===== src/rtl/ufi_pkg.sv =====
// Shared UFI router definitions: default widths, read FSM encoding, error data value.
package ufi_pkg;

  localparam int UFI_BUS_WIDTH    = 32;
  localparam int UFI_ADRS_WIDTH   = 32;
  localparam int UFI_SLAVE_NUM    = 9;
  localparam int UFI_DECODE_LSB   = 28;
  localparam int UFI_DECODE_WIDTH = 4;
  localparam int UFI_TIMEOUT      = 255;

  // Unmapped/timed-out reads return this value replicated across the bus.
  localparam logic UFI_ERR_DATA_BIT = 1'b0;

  typedef enum logic [1:0] {
    RD_IDLE = 2'd0,
    RD_WAIT = 2'd1,
    RD_RESP = 2'd2
  } rd_state_e;

endpackage


===== src/rtl/ufi_adrs_decode.sv =====
// Address to one-hot slave select; slave-select values at or above pSlaveNum are unmapped.
module ufi_adrs_decode
  import ufi_pkg::*;
#(
  parameter int pAdrsWidth   = UFI_ADRS_WIDTH,
  parameter int pSlaveNum    = UFI_SLAVE_NUM,
  parameter int pDecodeLsb   = UFI_DECODE_LSB,
  parameter int pDecodeWidth = UFI_DECODE_WIDTH
) (
  input  logic [pAdrsWidth-1:0] adrs,
  output logic [pSlaveNum-1:0]  onehot,
  output logic                  mapped
);

  localparam logic [pDecodeWidth:0] SLV_NUM = pSlaveNum[pDecodeWidth:0];

  logic [pDecodeWidth-1:0] sel;
  logic                    unused_adrs;

  assign sel         = adrs[pDecodeLsb +: pDecodeWidth];
  assign unused_adrs = ^adrs;
  assign mapped      = ({1'b0, sel} < SLV_NUM);

  // No slave index matches an unmapped select, so onehot is zero then.
  always_comb begin
    onehot = '0;
    for (int n = 0; n < pSlaveNum; n++)
      onehot[n] = (sel == n[pDecodeWidth-1:0]);
  end

endmodule


===== src/rtl/slave_ufi_router.sv =====
// UFI master-to-N-slave router: registered write fan-out plus IDLE/WAIT/RESP read FSM.
// Optional read timeout in WAIT enabled by defining UFI_ROUTER_TIMEOUT_EN.
module slave_ufi_router
  import ufi_pkg::*;
#(
  parameter int pUfiBusWidth   = UFI_BUS_WIDTH,
  parameter int pUfiAdrsWidth  = UFI_ADRS_WIDTH,
  parameter int pUfiSlaveNum   = UFI_SLAVE_NUM,
  parameter int pDecodeLsb     = UFI_DECODE_LSB,
  parameter int pDecodeWidth   = UFI_DECODE_WIDTH,
  parameter int pTimeoutCycles = UFI_TIMEOUT
) (
  input  logic                                 iCLK,
  input  logic                                 iRST,
  input  logic [pUfiBusWidth-1:0]              iSUfiWd,
  input  logic [pUfiAdrsWidth-1:0]             iSUfiWAdrs,
  input  logic                                 iSUfiWEd,
  input  logic [pUfiAdrsWidth-1:0]             iSUfiRAdrs,
  input  logic                                 iSUfiREd,
  output logic                                 oSUfiRdy,
  output logic [pUfiBusWidth-1:0]              oSUfiRd,
  output logic                                 oSUfiRVd,
  output logic                                 oSUfiErr,
  output logic [pUfiBusWidth-1:0]              oMUfiWd,
  output logic [pUfiAdrsWidth-1:0]             oMUfiWAdrs,
  output logic [pUfiSlaveNum-1:0]              oMUfiWEd,
  output logic [pUfiAdrsWidth-1:0]             oMUfiRAdrs,
  output logic [pUfiSlaveNum-1:0]              oMUfiREd,
  input  logic [pUfiSlaveNum*pUfiBusWidth-1:0] iMUfiRd,
  input  logic [pUfiSlaveNum-1:0]              iMUfiRVd
);

  localparam logic [pUfiBusWidth-1:0] ERR_DATA = {pUfiBusWidth{UFI_ERR_DATA_BIT}};

  logic [pUfiSlaveNum-1:0] w_oh, r_oh, sel_oh;
  logic                    w_mapped, r_mapped, rd_hit;
  logic [pUfiBusWidth-1:0] rd_mux;
  rd_state_e               state;

  ufi_adrs_decode #(.pAdrsWidth(pUfiAdrsWidth), .pSlaveNum(pUfiSlaveNum),
                    .pDecodeLsb(pDecodeLsb), .pDecodeWidth(pDecodeWidth))
  u_wdec (.adrs(iSUfiWAdrs), .onehot(w_oh), .mapped(w_mapped));

  ufi_adrs_decode #(.pAdrsWidth(pUfiAdrsWidth), .pSlaveNum(pUfiSlaveNum),
                    .pDecodeLsb(pDecodeLsb), .pDecodeWidth(pDecodeWidth))
  u_rdec (.adrs(iSUfiRAdrs), .onehot(r_oh), .mapped(r_mapped));

  // Write path never stalls; unmapped writes leave every enable low.
  always_ff @(posedge iCLK or negedge iRST) begin
    if (!iRST) begin
      oMUfiWd    <= '0;
      oMUfiWAdrs <= '0;
      oMUfiWEd   <= '0;
    end else begin
      oMUfiWd    <= iSUfiWd;
      oMUfiWAdrs <= iSUfiWAdrs;
      oMUfiWEd   <= (iSUfiWEd && w_mapped) ? w_oh : '0;
    end
  end

  // Latched select is kept one-hot so only the addressed slave's valid/data are seen.
  always_comb begin
    rd_mux = '0;
    for (int n = 0; n < pUfiSlaveNum; n++)
      if (sel_oh[n]) rd_mux = rd_mux | iMUfiRd[n*pUfiBusWidth +: pUfiBusWidth];
  end
  assign rd_hit = |(iMUfiRVd & sel_oh);

`ifdef UFI_ROUTER_TIMEOUT_EN
  localparam int CW = $clog2(pTimeoutCycles + 1);
  logic [CW-1:0] to_cnt;
  logic          to_hit;
  assign to_hit = (to_cnt == CW'(pTimeoutCycles - 1));
`else
  localparam int unused_timeout = pTimeoutCycles;
`endif

  always_ff @(posedge iCLK or negedge iRST) begin
    if (!iRST) begin
      state      <= RD_IDLE;
      oSUfiRdy   <= 1'b1;
      oSUfiRVd   <= 1'b0;
      oSUfiErr   <= 1'b0;
      oSUfiRd    <= '0;
      oMUfiREd   <= '0;
      oMUfiRAdrs <= '0;
      sel_oh     <= '0;
`ifdef UFI_ROUTER_TIMEOUT_EN
      to_cnt     <= '0;
`endif
    end else begin
      oMUfiREd <= '0;
      oSUfiRVd <= 1'b0;
      case (state)
        RD_IDLE: if (iSUfiREd) begin
          oSUfiRdy <= 1'b0;
          if (r_mapped) begin
            oMUfiRAdrs <= iSUfiRAdrs;
            oMUfiREd   <= r_oh;
            sel_oh     <= r_oh;
            state      <= RD_WAIT;
`ifdef UFI_ROUTER_TIMEOUT_EN
            to_cnt     <= '0;
`endif
          end else begin
            oSUfiRd  <= ERR_DATA;
            oSUfiErr <= 1'b1;
            oSUfiRVd <= 1'b1;
            state    <= RD_RESP;
          end
        end
        RD_WAIT: begin
          if (rd_hit) begin
            oSUfiRd  <= rd_mux;
            oSUfiErr <= 1'b0;
            oSUfiRVd <= 1'b1;
            state    <= RD_RESP;
          end
`ifdef UFI_ROUTER_TIMEOUT_EN
          else if (to_hit) begin
            oSUfiRd  <= ERR_DATA;
            oSUfiErr <= 1'b1;
            oSUfiRVd <= 1'b1;
            state    <= RD_RESP;
          end else begin
            to_cnt <= to_cnt + 1'b1;
          end
`endif
        end
        RD_RESP: begin
          oSUfiErr <= 1'b0;
          oSUfiRdy <= 1'b1;
          state    <= RD_IDLE;
        end
        default: state <= RD_IDLE;
      endcase
    end
  end

endmodule


===== config.mk =====
export PLATFORM = sky130hd
export DESIGN_NAME = slave_ufi_router
export DESIGN_NICKNAME = d
export VERILOG_FILES = /design/src/rtl/ufi_pkg.sv /design/src/rtl/ufi_adrs_decode.sv /design/src/rtl/slave_ufi_router.sv
export SDC_FILE = /design/constraint.sdc
export NUM_CORES = 1
export LEC_CHECK = 0
export ABC_AREA = 1
export BUFFER_PORTS_ARGS = -buffer_cell sky130_fd_sc_hd__buf_4
export CAP_MARGIN = 20
export CORE_AREA = 2 2 212 214
export DETAILED_ROUTE_END_ITERATION = 12
export DIE_AREA = 0 0 214 216
export SYNTH_ARGS = -nofsm -noshare
export SYNTH_HDL_FRONTEND = slang
export SYNTH_SLANG_ARGS = --single-unit

===== constraint.sdc =====
create_clock -name iCLK -period 1.91 [get_ports iCLK]
set_input_delay 0.191 -clock iCLK [delete_from_list [all_inputs] [get_ports iCLK]]
set_output_delay 0.191 -clock iCLK [all_outputs]
set_load 0.01 [all_outputs]

==> summary by stage <==
Setup path
On the worst path, the slowest cell contributes a delay of between 0.4 and 0.5 ns. The most frequent cell on the critical path is nand2_1. At the worst endpoint, the arrival time is around 2.1 ns.

The critical path contains buffers and inverters numbering 4 combined. STA puts the critical path data required time at 2.30 ns. The largest fanout on the critical path is 32. The path type of the worst setup path is flip-flop to flip-flop. The endpoint kind of the worst setup timing path is a flip-flop.

Grouping stages by cell kind, the critical path spends the most delay in simple AND/OR/NAND/NOR gates. The slowest cell on the critical path is dfrtp_1. The timing startpoint of the critical path is state[1]. Traced cell by cell, the critical path runs through inv_1 -> ha_1 -> nand2_2 -> clkinv_2 -> nand3_2 -> nand2_4 -> buf_12 -> nand2_1 -> clkinv_1 -> nand2_1 -> nand2_1. In this run the critical register-to-register path is launched from state[1]. STA classifies the critical path startpoint as a flip-flop.

Pwr
The internal power of the cells totals a little over 9 mW. The worst-case IR drop observed on VDD is 0.7313 mV. Of the total power, registers draw 0.297. The post-route total power is approximately 15 mW. The share of total power dissipated in the clock network is 0.268.

In this run the power spent charging and discharging nets is 5.927 mW. In this run the static leakage power is 8.308 nW. Of the total power, combinational logic draws 0.435. The fraction of power spent switching nets is 0.3932. In this run the power density over the cells is 1036 nW/µm².

Finish
The final-layout fill cell count is between 4000 and 5000. The multi-input combinational cells in the finished layout cover a total of 3367 µm². The final layout contains about 2200 nets. In the final layout, the share of cells above drive strength 1 is 0.3572. The library cells used most frequently in the layout, excluding fill and tap cells, are nand2_1 (661), buf_4 (564), dfrtp_1 (150). The number of cells in the finished layout apart from fillers is between 2000 and 2500. The most common cell after layout, fill and taps aside is nand2_1. The antenna cell count is 0. Relative to the synthesized area, the layout overhead comes to 78.87%.

The post-route cell area is 14550 µm². The flip-flop and latch area is 4016 µm².

Clocking
The clock root buffer master is clkbuf_16. The number of buffers on the longest clock path is 2. The sink count of the clock tree is 160. The clock slew at the register clock pins of the worst setup and hold paths is approximately 0.070 ns. Clock latency on the worst-skew pair, taken at its later pin, is 0.45 ns. The buffers inserted during post-CTS setup optimization is 0. In this run the number of H-tree levels came out at 4. The number of buffers created by CTS is 17.

TritonCTS built the clock tree.

Drt
In the final routed layout, each cell accounts on average for 16.91 µm. Once detail routing completed, the nets flagged for antenna violations numbered 0. The routed via count is 9568. The remaining design rule violation count is 0. The post-detailed-routing wire length is 40.49 mm.

In the routed layout, each cell is associated on average with a via count of 3.995. The pre-antenna-repair detailed-routing pass consisted of 5 iterations. The number of DRC violations after detailed-routing iteration 0 is 535.

Timing
The final worst-path cycle share is 0.9002. Setup repair after global routing left no endpoint under its margin. The number of endpoints failing setup at the final stage is 0. Measured against its own limit, the worst slew margin works out to 0.6438. The fmax is between 0.5 and 0.6 GHz. The final number of max-transition violations is 0. The summed negative setup slack over all endpoints is 0 ns. The number of hold violations in the final report is 0. The minimum clock period is 1.719 ns. The actual transition at the worst max-transition pin is 0.5335 ns. On the final layout, the worst clock skew is 0.01070 ns.

Synthesis
The number of nets produced by synthesis is 1557. The count of cell types in the netlist is 27. After synthesis the cells add up to around 8100 µm². The sequential fraction of the synthesis area is 0.4924. For this run, the number of Yosys warnings is 0.

The mean cell area of the mapped netlist is 7.036 µm². In the synthesized netlist, the number of instances is 1156. Counting flops and latches in the post-synthesis netlist gives 160.

GRT
The leftover overflow at the end of global routing is 0. The number of global-route vias before repair is 9841. The initial antenna violation count is 0.

The largest net degree at the start of global routing is 64. The wire length of the first global-routing pass is 59.73 mm. The overall global routing resource usage is 0.1726.

Placement
Routability-driven placement finished with a final weighted congestion of 0.9959. The cell count after placement is approximately 2300. The detailed placer's ending HPWL is 29.85 mm.

The total placed instance area is 12910 µm². Input and output buffers added on the ports amount to 545.

Floorplanning
The cell row count is 77. The die covers 46220 µm². The core region is around 44000 µm².

The effective utilization at floorplan is 0.1856. The die is about 220 µm tall. The count of pins on the block boundary is approximately 550.

In this run the horizontal extent of the chip is ~210 µm.

Status
The flow ran to the end, and the final reports show no timing, DRC or antenna violations.

Run
The number of maximum-capacitance violations is 0.

Worst hold path
The startpoint identified for the worst hold timing path is iSUfiRAdrs[30]. The path class of the lowest-slack min-delay path is input port to flip-flop.
-- final timing paths --
path	endpoint	slack [ns]	depth (start not counted)
hold reg to reg	oMUfiRAdrs[18]	0.48	2
setup / recovery	oSUfiRd[8]	0.19	11
max in group asynchronous	oMUfiWd[9]	1.00	3
hold / removal	oMUfiRAdrs[30]	0.06	3
setup reg to reg	oSUfiRd[8]	0.19	11
min in group asynchronous	oSUfiRVd	0.23	2
-- timing repair --
item                                    CTS  global route
hold endpoints to repair                128             0
endpoints found under the setup margin    0            32
hold buffers                             96             0
resized for setup                         0             1
-- power groups by stage --
| stage | combinational (mW) | clock, mW | sequential [mW] |
|---|---|---|---|
| 2_1_floorplan | 3.17 | 0 | 4.70 |
| 3_3_place_gp | 6.43 | 0 | 4.51 |
| 3_5_place_dp | 6.47 | 0 | 4.52 |
| 4_1_cts | 6.64 | 4.17 | 4.48 |
| 5_1_grt | 7.28 | 4.27 | 4.56 |
| 6_report | 6.56 | 4.03 | 4.48 |
-- metrics by stage --
step                      hold WS [ns]  setup WS [ns]    util
after CTS                      0.02903        0.07365  0.3317
after floorplan                -0.1046         0.3913       -
after detailed placement        0.1402        0.08037  0.2944
after global placement          0.1350         0.1503  0.2944
after global routing           0.05976       0.003068  0.3319
final                          0.06241         0.1905  0.3319
-- worst reg2reg max path: cells and delay by family (launching register included) --
| kind | cells | cell delay, ns |
|---|---|---|
| adders and majority gates | 1 | 0.27 |
| buffers and inverters | 4 | 0.46 |
| DFF | 1 | 0.41 |
| and+or+nand+nor | 6 | 0.53 |
-- registers in the layout, summed over array words and instances, names as in the netlist --
signal / flops
oMUfiRAdrs: 32
oMUfiWAdrs: 32
oMUfiWd: 32
oSUfiRd: 32
oMUfiREd: 9
oMUfiWEd: 9
sel_oh: 9
state: 2
oSUfiErr: 1
oSUfiRVd: 1
oSUfiRdy: 1
-- kinds of logic after synthesis --
family / share of synthesized area
AOI/OAI and AO/OA: 0.01046
adders and majority gates: 0.006153
buffers and inverters: 0.09475
DFF: 0.4924
and+or+nand+nor: 0.3962
-- layer usage --
layer | share of wire | vias up | track usage
met1 | 0.40 | 4378 | 0.1978
met5 | 0 | - | 0
met2 | 0.49 | 469 | 0.3021
met3 | 0.079 | 64 | 0.05130
li1 | - | 4657 | -
met4 | 0.031 | 0 | 0.06643
-- final cells by class --
| cell class | count | area share |
|---|---|---|
| Timing Repair Buffer | 667 | 0.3661 |
| Sequential cell | 160 | 0.2761 |
| Multi-Input combinational cell | 831 | 0.2314 |
| Tap cell | 592 | 0.05091 |
| Clock buffer | 17 | 0.02924 |
| Inverter | 113 | 0.02924 |
| Clock inverter | 15 | 0.01703 |
-- synthesized netlist by cell type (all sizes together) --
| master | instances | area share |
|---|---|---|
| a21oi | 2 | 0.0026 |
| a22o | 1 | 0.0011 |
| o21ai | 11 | 0.0068 |
| dfrtp | 159 | 0.49 |
| inv | 103 | 0.048 |
| nand3 | 40 | 0.029 |
| ha | 4 | 0.0062 |
| dfstp | 1 | 0.0032 |
| nor4 | 1 | 0.00077 |
| or2 | 1 | 0.00077 |
| nand2 | 682 | 0.32 |
| clkinv | 10 | 0.0048 |
| buf | 52 | 0.042 |
| nor2 | 88 | 0.042 |
| nand3b | 1 | 0.00092 |
No activity file was read; power rests on OpenSTA's default activity.
